===== config.mk =====
export PLATFORM = sky130hd
export DESIGN_NAME = muldiv_issue
export DESIGN_NICKNAME = d
export VERILOG_FILES = /design/src/rtl/muldiv_issue.sv
export SDC_FILE = /design/constraint.sdc
export NUM_CORES = 1
export LEC_CHECK = 0
export ABC_CLOCK_PERIOD_IN_PS = 1800
export CORE_MARGIN = 4
export CORE_UTILIZATION = 38
export DETAILED_ROUTE_END_ITERATION = 7
export PLACE_DENSITY = 0.86
export SLEW_MARGIN = 20
export SYNTH_ARGS = -nofsm -noshare
export SYNTH_HDL_FRONTEND = slang
export SYNTH_SLANG_ARGS = --single-unit

===== constraint.sdc =====
create_clock -name i_clk -period 1.8 [get_ports i_clk]
set_input_delay 0.36 -clock i_clk [delete_from_list [all_inputs] [get_ports i_clk]]
set_output_delay 0.36 -clock i_clk [all_outputs]
set_load 0.01 [all_outputs]

===== src/rtl/muldiv_issue.sv =====
// muldiv_issue: RV32M front end for the shared iterative multiply/divide core.
// Decodes funct3, extends operands to XLEN+1 bits, launches the core, resolves
// divide-by-zero and signed overflow locally, and stalls the pipeline until the
// selected result half is ready.
// Optional feature: define MULDIV_FUSE_CACHE_EN to reuse the previous core result
// when a new op has the same core_div and extended operands (MULH->MUL, DIV->REM).
module muldiv_issue #(
  parameter int XLEN     = 32,
  parameter int CORE_TMO = 80
) (
  input  logic            i_clk,
  input  logic            i_reset_n,
  input  logic            i_req,
  input  logic [2:0]      i_funct3,
  input  logic [XLEN-1:0] i_rs1,
  input  logic [XLEN-1:0] i_rs2,
  output logic            o_stall,
  output logic [XLEN-1:0] o_result,
  output logic            o_result_valid,
  output logic            o_core_start,
  output logic            o_core_div,
  output logic [XLEN:0]   o_core_opA,
  output logic [XLEN:0]   o_core_opB,
  output logic            o_core_stall,
  input  logic            i_core_ready,
  input  logic [XLEN:0]   i_core_hi,
  input  logic [XLEN:0]   i_core_lo
);

  localparam int WDW = $clog2(CORE_TMO) + 1;
  localparam logic [WDW-1:0] WD_LAST = WDW'(CORE_TMO - 1);
  localparam logic [XLEN-1:0] MIN_NEG = {1'b1, {(XLEN-1){1'b0}}};

  typedef enum logic [1:0] {S_IDLE, S_ISSUE, S_WAIT, S_DONE} state_t;

  state_t          r_state;
  state_t          w_next;
  logic [2:0]      r_funct3;
  logic            r_coreDiv;
  logic [XLEN:0]   r_opA;
  logic [XLEN:0]   r_opB;
  logic [XLEN-1:0] r_result;
  logic [WDW-1:0]  r_wdCnt;

  logic            w_isDiv;
  logic            w_signA;
  logic            w_signB;
  logic [XLEN:0]   w_extA;
  logic [XLEN:0]   w_extB;
  logic            w_divZero;
  logic            w_ovf;
  logic            w_special;
  logic [XLEN-1:0] w_specialResult;
  logic            w_cacheHit;
  logic [XLEN-1:0] w_cacheResult;
  logic            w_loadOps;
  logic            w_loadResult;
  logic [XLEN-1:0] w_resultNext;
  logic            w_wdClear;
  logic            w_unusedBits;

  // MUL takes the low word; other multiplies the high word; DIV* quotient, REM* remainder
  function automatic logic [XLEN-1:0] selectHalf(input logic [2:0] f3,
                                                 input logic [XLEN-1:0] hi,
                                                 input logic [XLEN-1:0] lo);
    if (f3 == 3'd0)   return lo;
    else if (!f3[2])  return hi;
    else if (f3[1])   return hi;
    else              return lo;
  endfunction

  // Operand decode: signed rs1 for MUL/MULH/MULHSU/DIV/REM, signed rs2 for MUL/MULH/DIV/REM
  always_comb begin
    w_isDiv   = i_funct3[2];
    w_signA   = i_funct3[2] ? ~i_funct3[0] : (i_funct3 != 3'd3);
    w_signB   = i_funct3[2] ? ~i_funct3[0] : ~i_funct3[1];
    w_extA    = {w_signA & i_rs1[XLEN-1], i_rs1};
    w_extB    = {w_signB & i_rs2[XLEN-1], i_rs2};
    w_divZero = w_isDiv & (i_rs2 == '0);
    w_ovf     = w_isDiv & ~i_funct3[0] & (i_rs1 == MIN_NEG) & (i_rs2 == '1);
    w_special = w_divZero | w_ovf;
    if (i_funct3[1]) w_specialResult = w_divZero ? i_rs1 : '0;
    else             w_specialResult = w_divZero ? '1 : MIN_NEG;
  end

  // The top bit of each core half only carries sign for the core's own use
  assign w_unusedBits = ^{i_core_hi[XLEN], i_core_lo[XLEN]};

`ifdef MULDIV_FUSE_CACHE_EN
  logic            r_cacheValid;
  logic            r_cacheDiv;
  logic [XLEN:0]   r_cacheA;
  logic [XLEN:0]   r_cacheB;
  logic [XLEN-1:0] r_cacheHi;
  logic [XLEN-1:0] r_cacheLo;

  assign w_cacheHit = r_cacheValid & ~w_special & (r_cacheDiv == w_isDiv) &
                      (r_cacheA == w_extA) & (r_cacheB == w_extB);
  assign w_cacheResult = selectHalf(i_funct3, r_cacheHi, r_cacheLo);

  // Remember the last core result; drop it on reset, watchdog expiry or a special-case op
  always_ff @(posedge i_clk) begin
    if (!i_reset_n) begin
      r_cacheValid <= 1'b0;
      r_cacheDiv   <= 1'b0;
      r_cacheA     <= '0;
      r_cacheB     <= '0;
      r_cacheHi    <= '0;
      r_cacheLo    <= '0;
    end else if (r_state == S_WAIT && i_core_ready) begin
      r_cacheValid <= 1'b1;
      r_cacheDiv   <= r_coreDiv;
      r_cacheA     <= r_opA;
      r_cacheB     <= r_opB;
      r_cacheHi    <= i_core_hi[XLEN-1:0];
      r_cacheLo    <= i_core_lo[XLEN-1:0];
    end else if ((r_state == S_WAIT && r_wdCnt == WD_LAST) ||
                 (r_state == S_IDLE && i_req && w_special)) begin
      r_cacheValid <= 1'b0;
    end
  end
`else
  assign w_cacheHit    = 1'b0;
  assign w_cacheResult = '0;
`endif

  // Next-state and load controls for the issue FSM
  always_comb begin
    w_next       = r_state;
    w_loadOps    = 1'b0;
    w_loadResult = 1'b0;
    w_resultNext = '0;
    w_wdClear    = 1'b0;
    case (r_state)
      S_IDLE: begin
        if (i_req) begin
          w_loadOps = 1'b1;
          if (w_special) begin
            w_next       = S_DONE;
            w_loadResult = 1'b1;
            w_resultNext = w_specialResult;
          end else if (w_cacheHit) begin
            w_next       = S_DONE;
            w_loadResult = 1'b1;
            w_resultNext = w_cacheResult;
          end else begin
            w_next = S_ISSUE;
          end
        end
      end
      S_ISSUE: begin
        w_next    = S_WAIT;
        w_wdClear = 1'b1;
      end
      S_WAIT: begin
        if (i_core_ready) begin
          w_next       = S_DONE;
          w_loadResult = 1'b1;
          w_resultNext = selectHalf(r_funct3, i_core_hi[XLEN-1:0], i_core_lo[XLEN-1:0]);
        end else if (r_wdCnt == WD_LAST) begin
          w_next       = S_DONE;
          w_loadResult = 1'b1;
          w_resultNext = '0;
        end
      end
      S_DONE:  w_next = S_IDLE;
      default: w_next = S_IDLE;
    endcase
  end

  // State register; reset aborts any op in flight
  always_ff @(posedge i_clk) begin
    if (!i_reset_n) r_state <= S_IDLE;
    else            r_state <= w_next;
  end

  // Latched operands, result register and watchdog counter
  always_ff @(posedge i_clk) begin
    if (!i_reset_n) begin
      r_funct3  <= '0;
      r_coreDiv <= 1'b0;
      r_opA     <= '0;
      r_opB     <= '0;
      r_result  <= '0;
      r_wdCnt   <= '0;
    end else begin
      if (w_loadOps) begin
        r_funct3  <= i_funct3;
        r_coreDiv <= w_isDiv;
        r_opA     <= w_extA;
        r_opB     <= w_extB;
      end
      if (w_loadResult) r_result <= w_resultNext;
      if (w_wdClear)              r_wdCnt <= '0;
      else if (r_state == S_WAIT) r_wdCnt <= r_wdCnt + WDW'(1);
    end
  end

  assign o_result_valid = (r_state == S_DONE);
  assign o_stall        = i_req & ~o_result_valid;
  assign o_core_start   = (r_state == S_ISSUE);
  assign o_core_stall   = (r_state == S_WAIT) & ~i_core_ready;
  assign o_core_div     = r_coreDiv;
  assign o_core_opA     = r_opA;
  assign o_core_opB     = r_opB;
  assign o_result       = r_result;

endmodule

==> key figures <==
Placement
  • DP Wirelength: 14.1 mm
  • Port buffer count: 237
  • Pre-CTS WS: -0.910 ns
  • Routability cong.: 0.851

Synth
  • #FFs+latches synth: 111
  • Mapped Area: 5170 um^2
  • Syn Area/Cell: 8.29 um^2
  • Ys async rst share: 0%
  • Seq/Total Area, Yosys: 43.0%
  • Synth unique cells: 41
  • Top post-synthesis cells by area: dfxtp_1 (43%), nand2_1 (13%), a21boi_0 (10%)
  • Syn nets: 765
  • Gate Count Post-Synth: 623
  • Synth top area share: 43.0%
  • Ys flop type: dfxtp_1
  • Number of flops mapped to enable cells by yosys: 0
  • Largest area contributor in the netlist: dfxtp_1
  • Warning count from the yosys run: 0

Finish
  • Multi-input logic area: 3150 um^2
  • Fill count: 1032
  • Share of cells above drive strength 1: 23.4%
  • Final net count: 1070
  • Synth-to-layout area growth: 76.2%
  • Core Util, Final: 68.5%
  • Area occupied by registers: 2220 um^2

Outcome
  • Status: finished, violations left
  • Failing checks: negative setup slack

STA
  • Max transition margin: 76.8%
  • Final Cycle Share: 105%
  • Max-slew violation count: 0
  • Final Hold Fails: 0
  • Least-Margin Pin Slew: 0.348 ns
  • Final WS setup: -0.0950 ns
  • WHS: 0.273 ns
  • Setup Skew: 0.0101 ns
  • Tmin final: 1.89 ns
  • Final Setup Violations: 23
  • Setup_tns: -1.17 ns
  • Max Fclk: 0.528 GHz
  • RSZ-0062 raised after global routing: yes

Die
  • Starting Density: 38.9%
  • DIE WIDTH: 125 um
  • Standard cell core area: 13300 um^2
  • IO Count: 240
  • Die area: 15500 um^2
  • Die height: 125 um
  • FP Rows: 42

Setup path
  • Crit-path max FO: 6
  • CP startpoint kind: primary input
  • Worst Path Required: 2.05 ns
  • WP data arrival: 2.15 ns
  • Crit Path Class: in -> reg
  • Worst setup EP type: flip-flop

Clock tree
  • CTS root buf: clkbuf_16
  • CTS clk-pin slew, worst paths: 0.07 ns
  • CTS Buf Count: 9
  • Clock Latency Late Sink: 0.35 ns
  • Clock sinks: 111
  • CTS tree: yes
  • CTS max path bufs: 2
  • H-tree depth: 3

Power and ir drop
  • Peak supply drop: 0.000609 V
  • Leak: 0.00360 uW
  • Power Density: 942 nW/um^2
  • Total power: 8570 uW

Detailed routing
  • Vias per inst: 5.28
  • Via count: 5847
  • Pre-antenna DRT Iters: 5
  • Antenna Nets Post-Route: 0
  • Routed wire length: 20.2 mm
  • # DRC: 0
  • Initial DRC count: 313
  • Routed WL per cell: 18.2 um

Global routing
  • Largest net degree at the start of global routing: 70
  • Vias in the first global route: 5813
  • First-pass GRT wire length: 30.6 mm
  • Total grt overflow: 0
  • Initial antenna violation count: 1
  • Overall Global Routing Usage: 24.4%

Flow run
  • Max Cap Viol: 0

Worst hold path
  • Min-delay worst type: in -> reg
through the flow:
step / cells / cell area (um^2)
2_1_floorplan: 623 / 5170
3_3_place_gp: 1079 / 8300
3_5_place_dp: 1079 / 8300
4_1_cts: 1105 / 8910
5_1_grt: 1108 / 9100
6_report: 1108 / 9100
cells in the final DEF, fill, tap and decap left out, types with 12 or more instances in the layout:
cell type / count
nand2_1: 175
clkdlybuf4s50_1: 169
dfxtp_1: 111
buf_4: 81
a21boi_0: 69
o21ai_0: 37
mux2i_1: 33
o21ai_1: 27
o2bb2ai_2: 27
clkbuf_2: 21
buf_6: 16
clkdlybuf4s15_1: 16
nor2_1: 12
nand4_1: 12
clkbuf_16: 12
dlygate4sd2_1: 12
flip-flops by register name, indices dropped and copies added (netlist names):
name	cells
o_core_opA	33
o_core_opB	33
o_result	32
r_wdCnt	8
r_funct3	3
r_state	2
worst paths after layout:
path | start | end | slack, ns | cells after the start
max | i_rs1[21] | o_result[15] | -0.09 | 10
min | i_rs1[13] | o_core_opA[13] | 0.27 | 3
max reg2reg | r_state[1] | o_result[21] | 0.02 | 9
min reg2reg | o_core_opB[31] | o_core_opB[31] | 0.46 | 2
report_power, final:
part / leakage, uW / total [uW] / internal [uW] / switching [uW]
sequential: 0.000905 / 3060 / 2860 / 204
clock: 0.000122 / 1800 / 922 / 878
combinational: 0.00257 / 3710 / 1830 / 1890
synthesized netlist by cell type (9+ instances only):
| library cell | instances |
|---|---|
| o21ai_0 | 57 |
| nor4_1 | 13 |
| nor2_1 | 12 |
| o21ai_1 | 9 |
| mux2i_1 | 33 |
| a21boi_0 | 69 |
| nand2_1 | 176 |
| nand4_1 | 12 |
| o2bb2ai_1 | 31 |
| dfxtp_1 | 111 |
| clkbuf_1 | 35 |
critical path, stage by stage:
cell and delay [ns]:
buf_8 0.10, nor4_4 0.30, buf_4 0.17, nand3_4 0.08, or3_4 0.42, nor3_4 0.20
or2_4 0.19, buf_12 0.13, buf_16 0.12, o2bb2ai_2 0.06
layout make-up:
cell class / count / area share [%]
repair buffers: 342 / 35.6
multi-input cells: 459 / 34.6
flip-flops and latches: 111 / 24.4
clock buffers: 12 / 2.60
well taps: 176 / 2.42
inverters: 5 / 0.206
clock inverters: 2 / 0.110
diodes: 1 / 0.0275
cell families after synthesis:
kind of cell	count (synthesis)	synth area share, %
AND/OR/NAND/NOR	238	20.7
multiplexers	33	6.39
adder cells (fa/ha/maj)	5	1.21
XOR/XNOR	5	0.847
buffers and inverters	53	4.60
AO/OA/AOI/OAI	178	23.3
flip-flops	111	43.0
metal layers:
metal | vias to the layer above | wire length [um] | global-route usage [%] | share of wire [%]
met5 | - | 34 | 1.96 | 0.17
met2 | 234 | 10300 | 44.1 | 51
met1 | 2774 | 7650 | 26.6 | 38
li1 | 2792 | - | - | -
met4 | 2 | 622 | 9.22 | 3.1
met3 | 45 | 1550 | 7.63 | 7.7
timing repair:
action / CTS / global route
setup endpoints to repair: 81 / 64
setup buffers: 11 / 3
cloned: 3 / 4
gates resized for setup: 180 / 115
pin swaps: 24 / 27
hold buffers: 0 / 0
No activity file was read; power rests on OpenSTA's default activity.
==> RTL edit 1, RTL diff (same settings) <==
Encoding of `state_t`: now Gray code (2 bits for 4 states).
--- a/src/rtl/muldiv_issue.sv
+++ b/src/rtl/muldiv_issue.sv
@@ -32,5 +32,5 @@
   localparam logic [XLEN-1:0] MIN_NEG = {1'b1, {(XLEN-1){1'b0}}};
 
-  typedef enum logic [1:0] {S_IDLE, S_ISSUE, S_WAIT, S_DONE} state_t;
+  typedef enum logic [1:0] {S_IDLE = 2'b00, S_ISSUE = 2'b01, S_WAIT = 2'b11, S_DONE = 2'b10} state_t;
 
   state_t          r_state;
Check against the original RTL: no difference found for any inputs over 4 cycles, from zero or initial values and one cycle with i_reset_n low; so few cycles prove little.
==> RTL edit 1 against the unedited design <==
  * The run still ends with setup timing left
  * Wire length up 9.9%
  * Core utilization up 1.6 points
  * Setup slack worse by 760 ps
  * Maximum frequency down 29%
  * Clock skew down 3.5 ps
  * Total power down 5.2%
  * Largest cell class unchanged
  * Sequential cell count unchanged
  * Count of clock-buffer cells in the layout unchanged
  * Largest power group unchanged
  * Design area up 3.5%
  * Area after synthesis up 2.6%
==> RTL edit 1: results (changes against the unedited design) <==
| Group | Metric | This run | Delta |
| --- | --- | --- | --- |
| status | Status | finished with violations |  |
| sta | Transition time of the tightest slew-check pin | 438 ps | +89.5 ps |
| sta | Setup TNS after final layout | -25690 ps | -24520 ps |
| drt | Average via count per standard cell | 5.33 | +0.94% |
| drt | Highest metal layer with signal wires | met4 |  |
| synthesis | Proportion of synthesized chip area in sequential cells | 41.9% | -1.1 points |
| clocking | # resized after CTS | 88 | -51% |
| place | Placer congestion estimate | 0.875 | +2.9% |
| drt | Post-route met1 wirelength | 8660 µm | +13% |
| synthesis | Mapped Cells | 708 | +14% |
| clocking | Post-CTS repair timing setup buffer count | 10 | -1 |
| place | Placed cell areas | 0.00854 mm² | +2.9% |
| drt | Total wire length after detailed routing | 22200 µm | +9.9% |
| synthesis | Post-Syn Nets | 850 | +11% |
| global route | Number of antenna violations at the first check in global routing | 0 | -1 |
| layout | Share of cells above drive strength 1 | 21.1% | -2.3 points |
| layout | Final-layout fill cell count | 1011 | -2.0% |
| sta | Post-Route Skew | 6.62 ps | -3.50 ps |
| global route | Number of global-route vias before repair | 6500 | +12% |
| place | Half-perimeter wire length after detailed placement | 15800 µm | +12% |
| clocking | Maximum number of buffers from clock root to sink | 2 | unchanged |
| global route | Maximum number of pins on one net before global-route repair | 43 | -39% |
| synthesis | Synth async-reset ratio | 0% | unchanged |
| synthesis | Synth area leaders | sky130_fd_sc_hd__dfxtp_1 (42%), sky130_fd_sc_hd__a21oi_1 (16%), sky130_fd_sc_hd__nand2_1 (15%), sky130_fd_sc_hd__nand2b_1 (4.0%), sky130_fd_sc_hd__clkbuf_1 (3.2%) |  |
| drt | Wire length per cell | 18.4 µm | +1.2% |
| power | Worst IR drop on VDD | 0.798 mV | +31% |
| setup path | Highest fanout seen on the critical path | 5 | -1 |
| power | Leakage power of the design | 3.56 nW | -1.2% |
| clocking | CTS clk-pin slew, worst paths | 70 ps | about the same |
| setup path | Data arrival time at the worst-slack endpoint | 2920 ps | +770 ps |
| layout | Net count reported at finish | 1165 | +8.9% |
| status | Violations in the final reports | setup timing |  |
| layout | Post-layout utilization of the core | 70.1% | +1.6 points |
| place | Post-Place Setup Slack | -1580 ps | -672 ps |
| power | Reported net switching power | 2.72 mW | -8.4% |
| hold path | Hold crit path type | input port to flip-flop |  |
| sta | Worst path setup slack after routing | -857 ps | -762 ps |
| layout | Number of antenna diodes | 0 | -1 |
| drt | Drt first-iter violations | 431 | +38% |
| clocking | Number of buffers created by CTS | 9 | unchanged |
| global route | GRT Overall Usage | 26.1% | +1.6 points |
| global route | First-pass GRT wire length | 33500 µm | +9.7% |
| drt | Detailed route wirelength on metal2 | 11100 µm | +7.4% |
| drt | Met3 wire length | 1630 µm | +4.8% |
| synthesis | Synth cell count leaders | sky130_fd_sc_hd__nand2_1 (208), sky130_fd_sc_hd__a21oi_1 (170), sky130_fd_sc_hd__dfxtp_1 (111) |  |
| sta | Count of final setup violators | 34 | +48% |
| synthesis | Distinct cells, synth | 43 | +4.9% |
-- RTL edit 1: changes by cell type after synthesis, moves of 3 or more --
cell                        delta
sky130_fd_sc_hd__clkbuf_2      -3
sky130_fd_sc_hd__nand2b_1     +31
sky130_fd_sc_hd__o21ai_0      -52
sky130_fd_sc_hd__mux2i_1      -31
sky130_fd_sc_hd__buf_2         -4
sky130_fd_sc_hd__clkbuf_1     +10
sky130_fd_sc_hd__nand2_1      +32
sky130_fd_sc_hd__a211oi_2     +10
sky130_fd_sc_hd__a211oi_1     +21
sky130_fd_sc_hd__o21ai_1       -9
sky130_fd_sc_hd__a21oi_1     +165
sky130_fd_sc_hd__a21boi_0     -69
sky130_fd_sc_hd__or4_1         +3
sky130_fd_sc_hd__o2bb2ai_1    -31
-- RTL edit 1: area by class of cell --
cell class	instances	area share, %
multi-input combinational	537	33.3
clock buffer	12	2.61
sequential	111	23.6
inverter	7	0.292
tap	176	2.34
timing repair buffer	357	37.1
clock inverter	3	0.717
-- RTL edit 1: cell families after synthesis --
| group | share of synthesized area (%) |
|---|---|
| compound gates | 23.3 |
| xor+xnor | 0.991 |
| fa+ha+maj | 1.18 |
| buf+inv | 5.24 |
| flops | 41.9 |
| mux | 0.378 |
| simple gates | 27.0 |
-- RTL edit 1: path summary, 6_finish.rpt --
check	slack, ps	endpoint	start	cells past startpoint
setup / recovery	-860	o_result[19]$_SDFFE_PN0P_	i_rs1[14]	10
hold / removal	260	o_core_opA[29]$_SDFFE_PN0P_	i_rs1[29]	3
setup reg to reg	-590	o_result[19]$_SDFFE_PN0P_	r_wdCnt[1]$_SDFFE_PP0P_	9
hold reg to reg	460	o_core_opA[30]$_SDFFE_PN0P_	o_core_opA[30]$_SDFFE_PN0P_	2
-- RTL edit 1: power by group through the flow --
stage | sequential [mW] | clock (mW) | combinational [mW]
after floorplan | 3.03 | 0 | 1.15
after global placement | 2.92 | 0 | 2.75
after detailed placement | 2.94 | 0 | 2.80
after CTS | 2.89 | 2.19 | 2.96
after global routing | 2.92 | 2.28 | 3.30
final | 2.90 | 2.16 | 3.07
-- RTL edit 1: metal layers --
layer	vias to the layer above	global-route usage [%]
li1	3071	-
met1	2980	30.2
met2	301	46.1
met3	56	6.35
met5	-	0
met4	0	10.2
-- RTL edit 1: critical path: stages --
cell                       delay (ps)
sky130_fd_sc_hd__buf_6             90
sky130_fd_sc_hd__or4b_4           550
sky130_fd_sc_hd__or4_4            550
sky130_fd_sc_hd__or4_4            460
sky130_fd_sc_hd__o211ai_4         220
sky130_fd_sc_hd__buf_12           140
sky130_fd_sc_hd__buf_8            120
sky130_fd_sc_hd__buf_16           130
sky130_fd_sc_hd__a21oi_2           60
sky130_fd_sc_hd__a211oi_2         230
==> RTL edit 2, RTL diff (same settings) <==
Made on the original files. Build with the macro `MULDIV_FUSE_CACHE_EN` defined.
--- a/src/rtl/muldiv_issue.sv
+++ b/src/rtl/muldiv_issue.sv
@@ -5,4 +5,6 @@
 // Optional feature: define MULDIV_FUSE_CACHE_EN to reuse the previous core result
 // when a new op has the same core_div and extended operands (MULH->MUL, DIV->REM).
+`define MULDIV_FUSE_CACHE_EN
+
 module muldiv_issue #(
   parameter int XLEN     = 32,
Behaviour: not the same (a bounded check fails within 10 cycles, from zero or initial values and one cycle with i_reset_n low).
==> RTL edit 2 against the unedited design <==
  * The run still ends with setup timing left
  * Wire length up 140%
  * Setup slack worse by 830 ps
  * Worst hold slack worse by 170 ps
  * Sequential cell count up 132
  * Final cell count up 120%
  * Synthesized cell count rose to 2.5 times the old value
  * Area after synthesis up 130%
  * Total power up 110%
  * Design area up 100%
  * Highest routed layer is now met4
==> RTL edit 2: results (changes against the unedited design) <==
| Group | Metric | This run | Delta |
| --- | --- | --- | --- |
| layout | Share of cells above drive strength 1 | 19.7% | -3.7 points |
| setup path | Highest fanout seen on the critical path | 7 | +1 |
| synthesis | Synth area leaders | sky130_fd_sc_hd__dfxtp_1 (40%), sky130_fd_sc_hd__nand2_1 (16%), sky130_fd_sc_hd__a21boi_0 (12%), sky130_fd_sc_hd__a21oi_1 (4.2%), sky130_fd_sc_hd__clkbuf_1 (3.2%) |  |
| drt | Highest metal layer with signal wires | met4 |  |
| layout | Net count reported at finish | 2138 | +100% |
| place | Placer congestion estimate | 1.02 | +20% |
| setup path | Depth of the worst register-to-register path | 8 | -1 |
| status | Violations in the final reports | setup timing |  |
| place | Placed cell areas | 0.0165 mm² | +99% |
| place | Half-perimeter wire length after detailed placement | 33900 µm | +140% |
| power | Worst IR drop on VDD | 0.731 mV | +20% |
| setup path | Critical Path End | o_result[5]$_SDFFE_PN0P_ |  |
| synthesis | Synth cell count leaders | sky130_fd_sc_hd__nand2_1 (518), sky130_fd_sc_hd__dfxtp_1 (243), sky130_fd_sc_hd__a21boi_0 (199) |  |
| clocking | CTS H-tree lvls | 1 | -2 |
| synthesis | Post-Syn Nets | 1727 | +130% |
| synthesis | Total of warnings raised by yosys | 0 | unchanged |
| sta | Setup TNS after final layout | -28030 ps | -26850 ps |
| layout | Final-layout fill cell count | 2635 | +160% |
| global route | GRT Overall Usage | 26.0% | +1.5 points |
| drt | Post-route met1 wirelength | 19100 µm | +150% |
| drt | Wire length per cell | 19.9 µm | +9.0% |
| sta | Count of final setup violators | 35 | +52% |
| setup path | Peak per-stage delay on the critical path | 540 ps | +120 ps |
| synthesis | Proportion of synthesized chip area in sequential cells | 40.4% | -2.6 points |
| clocking | Maximum number of buffers from clock root to sink | 3 | +1 |
| drt | Detailed route wirelength on metal2 | 22500 µm | +120% |
| status | Status | finished with violations |  |
| drt | Met3 wire length | 4340 µm | +180% |
| setup path | Origin of the worst setup path | r_cacheB[10]$_SDFFE_PN0P_ |  |
| global route | Maximum number of pins on one net before global-route repair | 82 | +17% |
| sta | Slew headroom | 65.6% | -11 points |
| place | Post-Place Setup Slack | -1450 ps | -537 ps |
| drt | Routed via count | 13300 | +130% |
| setup path | Slowest CP cell | sky130_fd_sc_hd__or4_4 |  |
| power | Leakage power of the design | 7.95 nW | +120% |
| sta | Worst path setup slack after routing | -923 ps | -828 ps |
| sta | Post-Route Skew | 14.5 ps | +4.39 ps |
| clocking | Clock insertion delay at the later pin of the skew report | 550 ps | +200 ps |
| global route | Number of antenna violations at the first check in global routing | 3 | +2 |
| setup path | Data arrival time at the worst-slack endpoint | 3160 ps | +1010 ps |
| synthesis | Distinct cells, synth | 46 | +12% |
[RTL edit 2: through the flow]
stage	instances	utilization (%)
2_1_floorplan	1585	-
3_3_place_gp	2336	53.4
3_5_place_dp	2336	53.4
4_1_cts	2399	57.6
5_1_grt	2415	58.8
6_report	2415	58.8
[RTL edit 2: final cells by class]
type | count | area share [%]
sequential | 243 | 26.8
timing repair buffer | 493 | 25.1
tap | 396 | 2.73
clock inverter | 11 | 1.16
clock buffer | 39 | 4.42
multi-input combinational | 1187 | 38.9
inverter | 43 | 0.888
antenna | 3 | 0.0413
[RTL edit 2: worst min-delay path by stage]
stage	to	cells after the start	slack (ps)	start
2_1_floorplan	r_cacheHi[12]$_SDFFE_PN0P_	2	440	r_cacheHi[12]$_SDFFE_PN0P_
3_3_place_gp	r_cacheLo[28]$_SDFFE_PN0P_	2	450	r_cacheLo[28]$_SDFFE_PN0P_
3_5_place_dp	r_cacheHi[8]$_SDFFE_PN0P_	2	460	r_cacheHi[8]$_SDFFE_PN0P_
4_1_cts	r_state[0]$_SDFFE_PN0P_	3	230	i_reset_n
5_1_grt	o_core_opB[20]$_SDFFE_PN0P_	3	110	i_rs2[20]
6_report	o_core_opB[20]$_SDFFE_PN0P_	3	110	i_rs2[20]
[RTL edit 2: report_power, final]
group / switching (mW) / internal (mW) / total [mW]
logic: 2.92 / 2.17 / 5.09
clock network: 2.32 / 3.95 / 6.28
registers: 0.412 / 5.95 / 6.37
[RTL edit 2: worst max-delay path, delay by kind of cell, from the launching register on]
| kind | cells | cell delay, ps |
|---|---|---|
| simple gates | 6 | 1610 |
| flops | 1 | 320 |
| compound gates | 1 | 490 |
| buf+inv | 1 | 190 |
[RTL edit 2: cells by family (layout without fill, tap and decap cells)]
| logic type | Yosys count | in the layout | share of synthesized area [%] |
|---|---|---|---|
| fa+ha+maj | 5 | 5 | 0.520 |
| simple gates | 772 | 772 | 29.3 |
| compound gates | 326 | 326 | 18.2 |
| other cells | 0 | 3 | 0 |
| mux | 34 | 34 | 2.83 |
| buf+inv | 155 | 586 | 5.04 |
| xor+xnor | 50 | 50 | 3.64 |
| flops | 243 | 243 | 40.4 |
[RTL edit 2: repair_timing]
item | in CTS | in global routing
setup endpoints to repair | 201 | 101
pin swaps | 15 | 25
gates cloned | 3 | 5
resized for setup | 226 | 112
buffers inserted | 11 | 9
[RTL edit 2: per-layer routing]
layer,up-vias,global-route usage [%]
met5,-,0
met4,0,8.39
met3,118,4.10
met2,691,43.5
met1,6268,34.4
li1,6183,-
